<file path="config.mk">
export PLATFORM = sky130hd
export DESIGN_NAME = timer_unit_flat
export DESIGN_NICKNAME = d
export VERILOG_FILES = /design/src/rtl/timer_unit_pkg.sv /design/src/rtl/timer_unit_if.sv /design/src/rtl/timer_unit_presc.sv /design/src/rtl/timer_unit.sv /design/src/flat_wrapper.sv
export SDC_FILE = /design/constraint.sdc
export NUM_CORES = 1
export LEC_CHECK = 0
export BUFFER_PORTS_ARGS = -buffer_cell sky130_fd_sc_hd__buf_4
export CAP_MARGIN = 25
export CELL_PAD_IN_SITES_DETAIL_PLACEMENT = 1
export CELL_PAD_IN_SITES_GLOBAL_PLACEMENT = 1
export CORE_ASPECT_RATIO = 0.8
export CORE_MARGIN = 5
export CORE_UTILIZATION = 38
export CTS_CLUSTER_SIZE = 20
export DETAILED_ROUTE_END_ITERATION = 8
export GPL_TIMING_DRIVEN = 0
export PLACE_DENSITY_LB_ADDON = 0.1
export REMOVE_ABC_BUFFERS = 1
export SYNTH_ARGS = -nofsm -noshare
export SYNTH_HDL_FRONTEND = slang
export SYNTH_SLANG_ARGS = --single-unit
</file>
<file path="constraint.sdc">
create_clock -name clk -period 3 [get_ports clk]
set_input_delay 0.15 -clock clk [delete_from_list [all_inputs] [get_ports clk]]
set_output_delay 0.15 -clock clk [all_outputs]
set_load 0.005 [all_outputs]
</file>
<file path="src/rtl/timer_unit_pkg.sv">
// Shared definitions for the timer peripheral: TCON field positions and FSM encodings.
package timer_unit_pkg;

  localparam int EN_BIT      = 0;
  localparam int MODE_BIT    = 1;
  localparam int CLR_BIT     = 2;
  localparam int ONESHOT_BIT = 3;
  localparam int RSVD_LSB    = 4;
  localparam int RSVD_MSB    = 7;
  localparam int PRESC_LSB   = 8;
  localparam int PRESC_MSB   = 15;
  localparam int CMP_LSB     = 16;
  localparam int CMP_MSB     = 31;

  typedef enum logic [1:0] {
    ST_IDLE = 2'd0,
    ST_RUN  = 2'd1,
    ST_HALT = 2'd2
  } tmr_state_e;

endpackage

</file>
<file path="src/rtl/timer_unit_if.sv">
// Control word in, counter/event/busy back out, between the register file and the timer.
interface timer_unit_if #(parameter int CNT_W = 16);
  logic [31:0]    tmr_ctrl;
  logic [CNT_W-1:0] tmr_cntr;
  logic           tmr_evt;
  logic           tmr_busy;

  modport master (output tmr_ctrl, input tmr_cntr, input tmr_evt, input tmr_busy);
  modport slave  (input tmr_ctrl, output tmr_cntr, output tmr_evt, output tmr_busy);
endinterface

</file>
<file path="src/rtl/timer_unit_presc.sv">
// Prescaler: counts clocks while running and ticks once every presc+1 clocks.
module timer_unit_presc #(
  parameter int PRESC_W = 8
) (
  input  logic               clk,
  input  logic               rst_n,
  input  logic               clr,
  input  logic               run,
  input  logic [PRESC_W-1:0] presc,
  output logic               tick
);

  logic [PRESC_W-1:0] r_presc_cnt;

  // >= so a lowered prescale value ticks on the very next cycle
  assign tick = run && (r_presc_cnt >= presc);

  always_ff @(posedge clk) begin
    if (!rst_n || clr || !run || tick) begin
      r_presc_cnt <= '0;
    end else begin
      r_presc_cnt <= r_presc_cnt + 1'b1;
    end
  end

endmodule

</file>
<file path="src/rtl/timer_unit.sv">
// Timer peripheral: FSM, counter and compare logic around the prescaler.
module timer_unit
  import timer_unit_pkg::*;
#(
  parameter int CNT_W   = 16,
  parameter int PRESC_W = 8
) (
  input  logic        clk,
  input  logic        rst_n,
  timer_unit_if.slave bus
);

  logic               w_en;
  logic               w_mode;
  logic               w_clr;
  logic               w_oneshot;
  logic [PRESC_W-1:0] w_presc;
  logic [CNT_W-1:0]   w_cmp;
  logic               w_unused_rsvd;
  logic               w_run;
  logic               w_tick;
  logic               w_terminal;

  tmr_state_e       r_state;
  tmr_state_e       w_state_nxt;
  logic [CNT_W-1:0] r_cntr;
  logic [CNT_W-1:0] w_cntr_nxt;
  logic             r_evt;
  logic             w_evt_nxt;
  logic             r_busy;

  assign w_en          = bus.tmr_ctrl[EN_BIT];
  assign w_mode        = bus.tmr_ctrl[MODE_BIT];
  assign w_clr         = bus.tmr_ctrl[CLR_BIT];
  assign w_oneshot     = bus.tmr_ctrl[ONESHOT_BIT];
  assign w_presc       = bus.tmr_ctrl[PRESC_LSB +: PRESC_W];
  assign w_cmp         = bus.tmr_ctrl[CMP_LSB +: CNT_W];
  assign w_unused_rsvd = ^bus.tmr_ctrl[RSVD_MSB:RSVD_LSB];

  // Prescaler only advances in RUN with EN held and no clear pending
  assign w_run = (r_state == ST_RUN) && w_en && !w_clr;

  timer_unit_presc #(.PRESC_W(PRESC_W)) u_presc (
    .clk   (clk),
    .rst_n (rst_n),
    .clr   (w_clr),
    .run   (w_run),
    .presc (w_presc),
    .tick  (w_tick)
  );

  assign w_terminal = w_mode ? (r_cntr >= w_cmp) : (r_cntr == {CNT_W{1'b1}});

  always_comb begin
    w_state_nxt = r_state;
    w_cntr_nxt  = r_cntr;
    w_evt_nxt   = 1'b0;
    if (w_clr) begin
      w_state_nxt = ST_IDLE;
      w_cntr_nxt  = '0;
    end else begin
      case (r_state)
        ST_IDLE: begin
          if (w_en) w_state_nxt = ST_RUN;
        end
        ST_RUN: begin
          if (!w_en) begin
            w_state_nxt = ST_IDLE;
          end else if (w_tick) begin
            if (w_terminal) begin
              w_cntr_nxt = '0;
              w_evt_nxt  = 1'b1;
              if (w_oneshot) w_state_nxt = ST_HALT;
            end else begin
              w_cntr_nxt = r_cntr + 1'b1;
            end
          end
        end
        ST_HALT: begin
          w_cntr_nxt = '0;
          if (!w_en) w_state_nxt = ST_IDLE;
        end
        default: begin
          w_state_nxt = ST_IDLE;
          w_cntr_nxt  = '0;
        end
      endcase
    end
  end

  always_ff @(posedge clk) begin
    if (!rst_n) begin
      r_state <= ST_IDLE;
      r_cntr  <= '0;
      r_evt   <= 1'b0;
      r_busy  <= 1'b0;
    end else begin
      r_state <= w_state_nxt;
      r_cntr  <= w_cntr_nxt;
      r_evt   <= w_evt_nxt;
      r_busy  <= (w_state_nxt == ST_RUN);
    end
  end

  assign bus.tmr_cntr = r_cntr;
  assign bus.tmr_evt  = r_evt;
  assign bus.tmr_busy = r_busy;

endmodule

</file>
<file path="src/flat_wrapper.sv">
// flat-port wrapper written by rule: the top's interface ports become plain ports
module timer_unit_flat import timer_unit_pkg::*;
#(
  parameter int CNT_W   = 16,
  parameter int PRESC_W = 8
)
  (clk, rst_n, bus_tmr_ctrl, bus_tmr_cntr, bus_tmr_evt, bus_tmr_busy);
  timer_unit_if #(.CNT_W(CNT_W)) bus_i ();
  input  logic clk;
  input  logic rst_n;
  input wire logic [$bits(bus_i.tmr_ctrl)-1:0] bus_tmr_ctrl;
  output wire logic [$bits(bus_i.tmr_cntr)-1:0] bus_tmr_cntr;
  output wire logic [$bits(bus_i.tmr_evt)-1:0] bus_tmr_evt;
  output wire logic [$bits(bus_i.tmr_busy)-1:0] bus_tmr_busy;
  assign bus_i.tmr_ctrl = bus_tmr_ctrl;
  assign bus_tmr_cntr = bus_i.tmr_cntr;
  assign bus_tmr_evt = bus_i.tmr_evt;
  assign bus_tmr_busy = bus_i.tmr_busy;
  timer_unit #(.CNT_W(CNT_W), .PRESC_W(PRESC_W)) u_core (.clk(clk), .rst_n(rst_n), .bus(bus_i));
endmodule
</file>
==> summary.txt <==
Outcome
  – Status: complete, no violations

Drt
  – Detailed-route DRC error count: 0
  – Vias/cell: roughly 5.5
  – Initial DRT Pass Iterations: 4
  – Vias: roughly 2000
  – Antenna viol nets, final: 0
  – Detailed Route WL: about 5.6 mm
  – DRT iter0 DRCs: slightly below 100
  – WL/cell: ~16 um

STA
  – Fmax achieved: 370 MHz
  – Setup Skew: between 0.007 and 0.008 ns
  – Endpoints failing setup: 0
  – Worst-Margin Slew: approximately 0.89 ns
  – Max_slew headroom: between 40 and 50%
  – Final period util: about nine tenths
  – Final Max Tran Viols: 0
  – RSZ-0062 raised after global routing: no
  – Worst Slack Setup Final: 0.297 ns
  – Hold Vio Cnt, Final: 0
  – Final min period: ~2.7 ns

Clock network
  – H-tree levels: 1
  – Total setup buffers inserted after CTS: 0
  – Cts bufs inserted: 3
  – CTS root buf: clkbuf_8
  – Clock buffer depth: 2
  – Worst-Skew Late Latency: about 0.28 ns
  – Clock slew seen by the registers of the worst setup and hold paths: 0.11 ns
  – Hold_buf cts: 0
  – Cts repair resizes: 0
  – CTS Sinks: 28
  – CTS tree: built

Power and ir drop
  – Peak VDD IR: 164 uV
  – Leak: ~1.1 nW
  – Pwr/cell area: around 300 nW/um2

Global route
  – Total Routing Usage GR: between 10% and 20%
  – Vias in the first global route: 2004
  – Largest net degree at the start of global routing: 17
  – First-pass GRT wire length: 9.49 mm
  – Met3 global-route usage: under 10%
  – Met1 Usage GRT: between 20% and 30%
  – Initial antenna violation count: 0
  – GRT overflow: 0
  – Met2 global-route usage: between 20% and 30%
  – Busiest grt layer: met2

Worst setup path
  – Crit path DAT: between 2 and 3 ns
  – Worst endpoint required time: between 3 and 4 ns
  – CP max FO: 8
  – Critical path endpoint category: flop
  – Startpoint types: flop
  – Type of the worst setup path: flop to flop

Yosys
  – EDFF count, synth: 0
  – Distinct cells, synth: 44
  – Ys Warns: 0
  – Avg Cell Area, Syn: ~8 um2
  – Ys async rst share: 0%
  – Seq/Total Area, Yosys: approximately 28%
  – Netlist area before placement: approximately 2000 um2
  – Number of synthesized register bits: 28
  – Top FF cell, synth: dfxtp_1
  – Synth Instances: between 200 and 300

Layout
  – Fillers: ~650
  – Layout Nets: approximately 360
  – Area grow syn2layout: 24.0%
  – Non-Filler Instances: roughly 360
  – Layout cell share with drive strength beyond 1: 20.9%
  – Multi-input gate area: roughly 1300 um2
  – Sequential standard cell area: about 560 um2
  – Ant. Diodes: 0

Place
  – Gpl congestion: between 0.7 and 0.8
  – Placed Cells incl. Taps: 354
  – Hpwl dp: 4.42 mm
  – PortBufs: 47
  – Dpl ws: 0.205 ns

Die
  – Placement Rows: 23
  – Starting Density: between 30% and 40%
  – Die Ht: around 75 um
  – Core area: 5090 um2
  – Die width: around 92 um
  – Die ar.: slightly below 7000 um2
  – # IOs: 52

Min path
  – Hold Crit Class: primary input to flop

Flow run
  – Maxcap violations: 0
[path summary, 6_finish.rpt]
kind / from / end / slack [ns] / cells past startpoint
worst max-delay path: u_core.u_presc.r_presc_cnt[0]$_SDFF_PP0_ / u_core.bus.tmr_cntr[4]$_SDFFE_PP0P_ / 0.30 / 9
worst min-delay path: bus_tmr_ctrl[3] / u_core.r_state[1]$_SDFF_PN0_ / 0.14 / 3
worst max register to register: u_core.u_presc.r_presc_cnt[0]$_SDFF_PP0_ / u_core.bus.tmr_cntr[4]$_SDFFE_PP0P_ / 0.30 / 9
worst min register to register: u_core.u_presc.r_presc_cnt[0]$_SDFF_PP0_ / u_core.u_presc.r_presc_cnt[0]$_SDFF_PP0_ / 0.49 / 1
[area by class of cell]
class	instances	area share, %
repair buffers	48	14.4
clock buffers	3	1.65
clock inverters	1	1.20
multi-input cells	188	53.1
flip-flops and latches	28	22.4
inverters	28	4.20
well taps	62	3.10
[synth_stat cells, drive strengths merged, types with 3 or more instances]
| library cell | instances | area share, % |
|---|---|---|
| and4 | 4 | 1.7 |
| nor4 | 3 | 1.2 |
| ha | 26 | 16 |
| nor3 | 3 | 0.74 |
| inv | 28 | 5.2 |
| a31o | 4 | 2.2 |
| clkbuf | 3 | 0.56 |
| dfxtp | 28 | 28 |
| xor2 | 4 | 1.7 |
| and3 | 4 | 1.2 |
| a22oi | 6 | 2.2 |
| nand2b | 6 | 1.9 |
| o31ai | 5 | 1.9 |
| nand2 | 27 | 5.0 |
| a21oi | 8 | 2.0 |
| or3 | 3 | 0.93 |
| o311ai | 7 | 3.0 |
| and4b | 3 | 1.5 |
| nor2b | 5 | 1.9 |
| o21ai | 5 | 1.2 |
| nand4 | 10 | 3.1 |
| buf | 4 | 1.4 |
| nand3 | 16 | 4.2 |
| nor2 | 20 | 3.7 |
[state kept, by name, summed over array words and instances, names as in the netlist]
name and flops:
u_core.bus.tmr_busy 1, u_core.bus.tmr_cntr 16, u_core.u_presc.r_presc_cnt 8, u_core.bus.tmr_evt 1
u_core.r_state 2
[metal layers]
layer	part of all wire, %	vias up	wire (um)
li1	-	1005	-
met1	49	928	2730
met2	45	42	2500
met3	5.8	4	323
met4	0.50	0	28
met5	0	-	0
[where the power goes]
| group | switching [mW] | leakage, nW | internal (mW) |
|---|---|---|---|
| registers | 0.00145 | 0.226 | 0.373 |
| logic | 0.0342 | 0.850 | 0.0416 |
| clock network | 0.128 | 0.0357 | 0.179 |
[through the flow]
step | util [%] | area (um2) | hold WS [ns] | power (mW) | TNS [ns]
4_1_cts | 48.9 | 2490 | 0.131 | 0.765 | 0
3_3_place_gp | 47.4 | 2410 | 0.441 | 0.454 | -0.607
6_report | 49.2 | 2500 | 0.139 | 0.757 | 0
3_5_place_dp | 47.5 | 2420 | 0.443 | 0.458 | 0
5_1_grt | 49.2 | 2500 | 0.136 | 0.791 | 0
2_1_floorplan | - | 1980 | 0.303 | 0.415 | 0
[worst max-delay path: stages (launching register included)]
cell,delay (ns)
dfxtp_1,0.40
inv_1,0.06
ha_1,0.26
nand2b_1,0.15
a2111oi_0,0.46
o311ai_1,0.34
a31oi_2,0.54
buf_4,0.25
a22oi_1,0.10
o31ai_1,0.08
[kinds of logic (layout without fill, tap and decap cells)]
kind of cell | count (synthesis) | in the layout | synth area share, %
AO/OA/AOI/OAI | 46 | 46 | 16.9
XOR/XNOR | 6 | 6 | 2.60
adder cells (fa/ha/maj) | 26 | 26 | 16.1
buffers and inverters | 35 | 80 | 7.12
flip-flops | 28 | 28 | 27.7
AND/OR/NAND/NOR | 110 | 110 | 29.5
[placed cells by master, fill, tap and decap left out, drive strengths merged, types with 3 or more instances in the layout]
master  Yosys  routed
a22oi       6       6
nand2      27      27
nand3      16      16
and3        4       4
nor2       20      20
nand2b      6       6
inv        28      28
xor2        4       4
and4        4       4
and4b       3       3
buf         4      48
a31o        4       4
o311ai      7       7
ha         26      26
clkbuf      3       3
or3         3       3
nand4      10      10
nor3        3       3
o31ai       5       5
dfxtp      28      28
a21oi       8       8
o21ai       5       5
nor2b       5       5
nor4        3       3
Power figures use the tool's default switching activity.
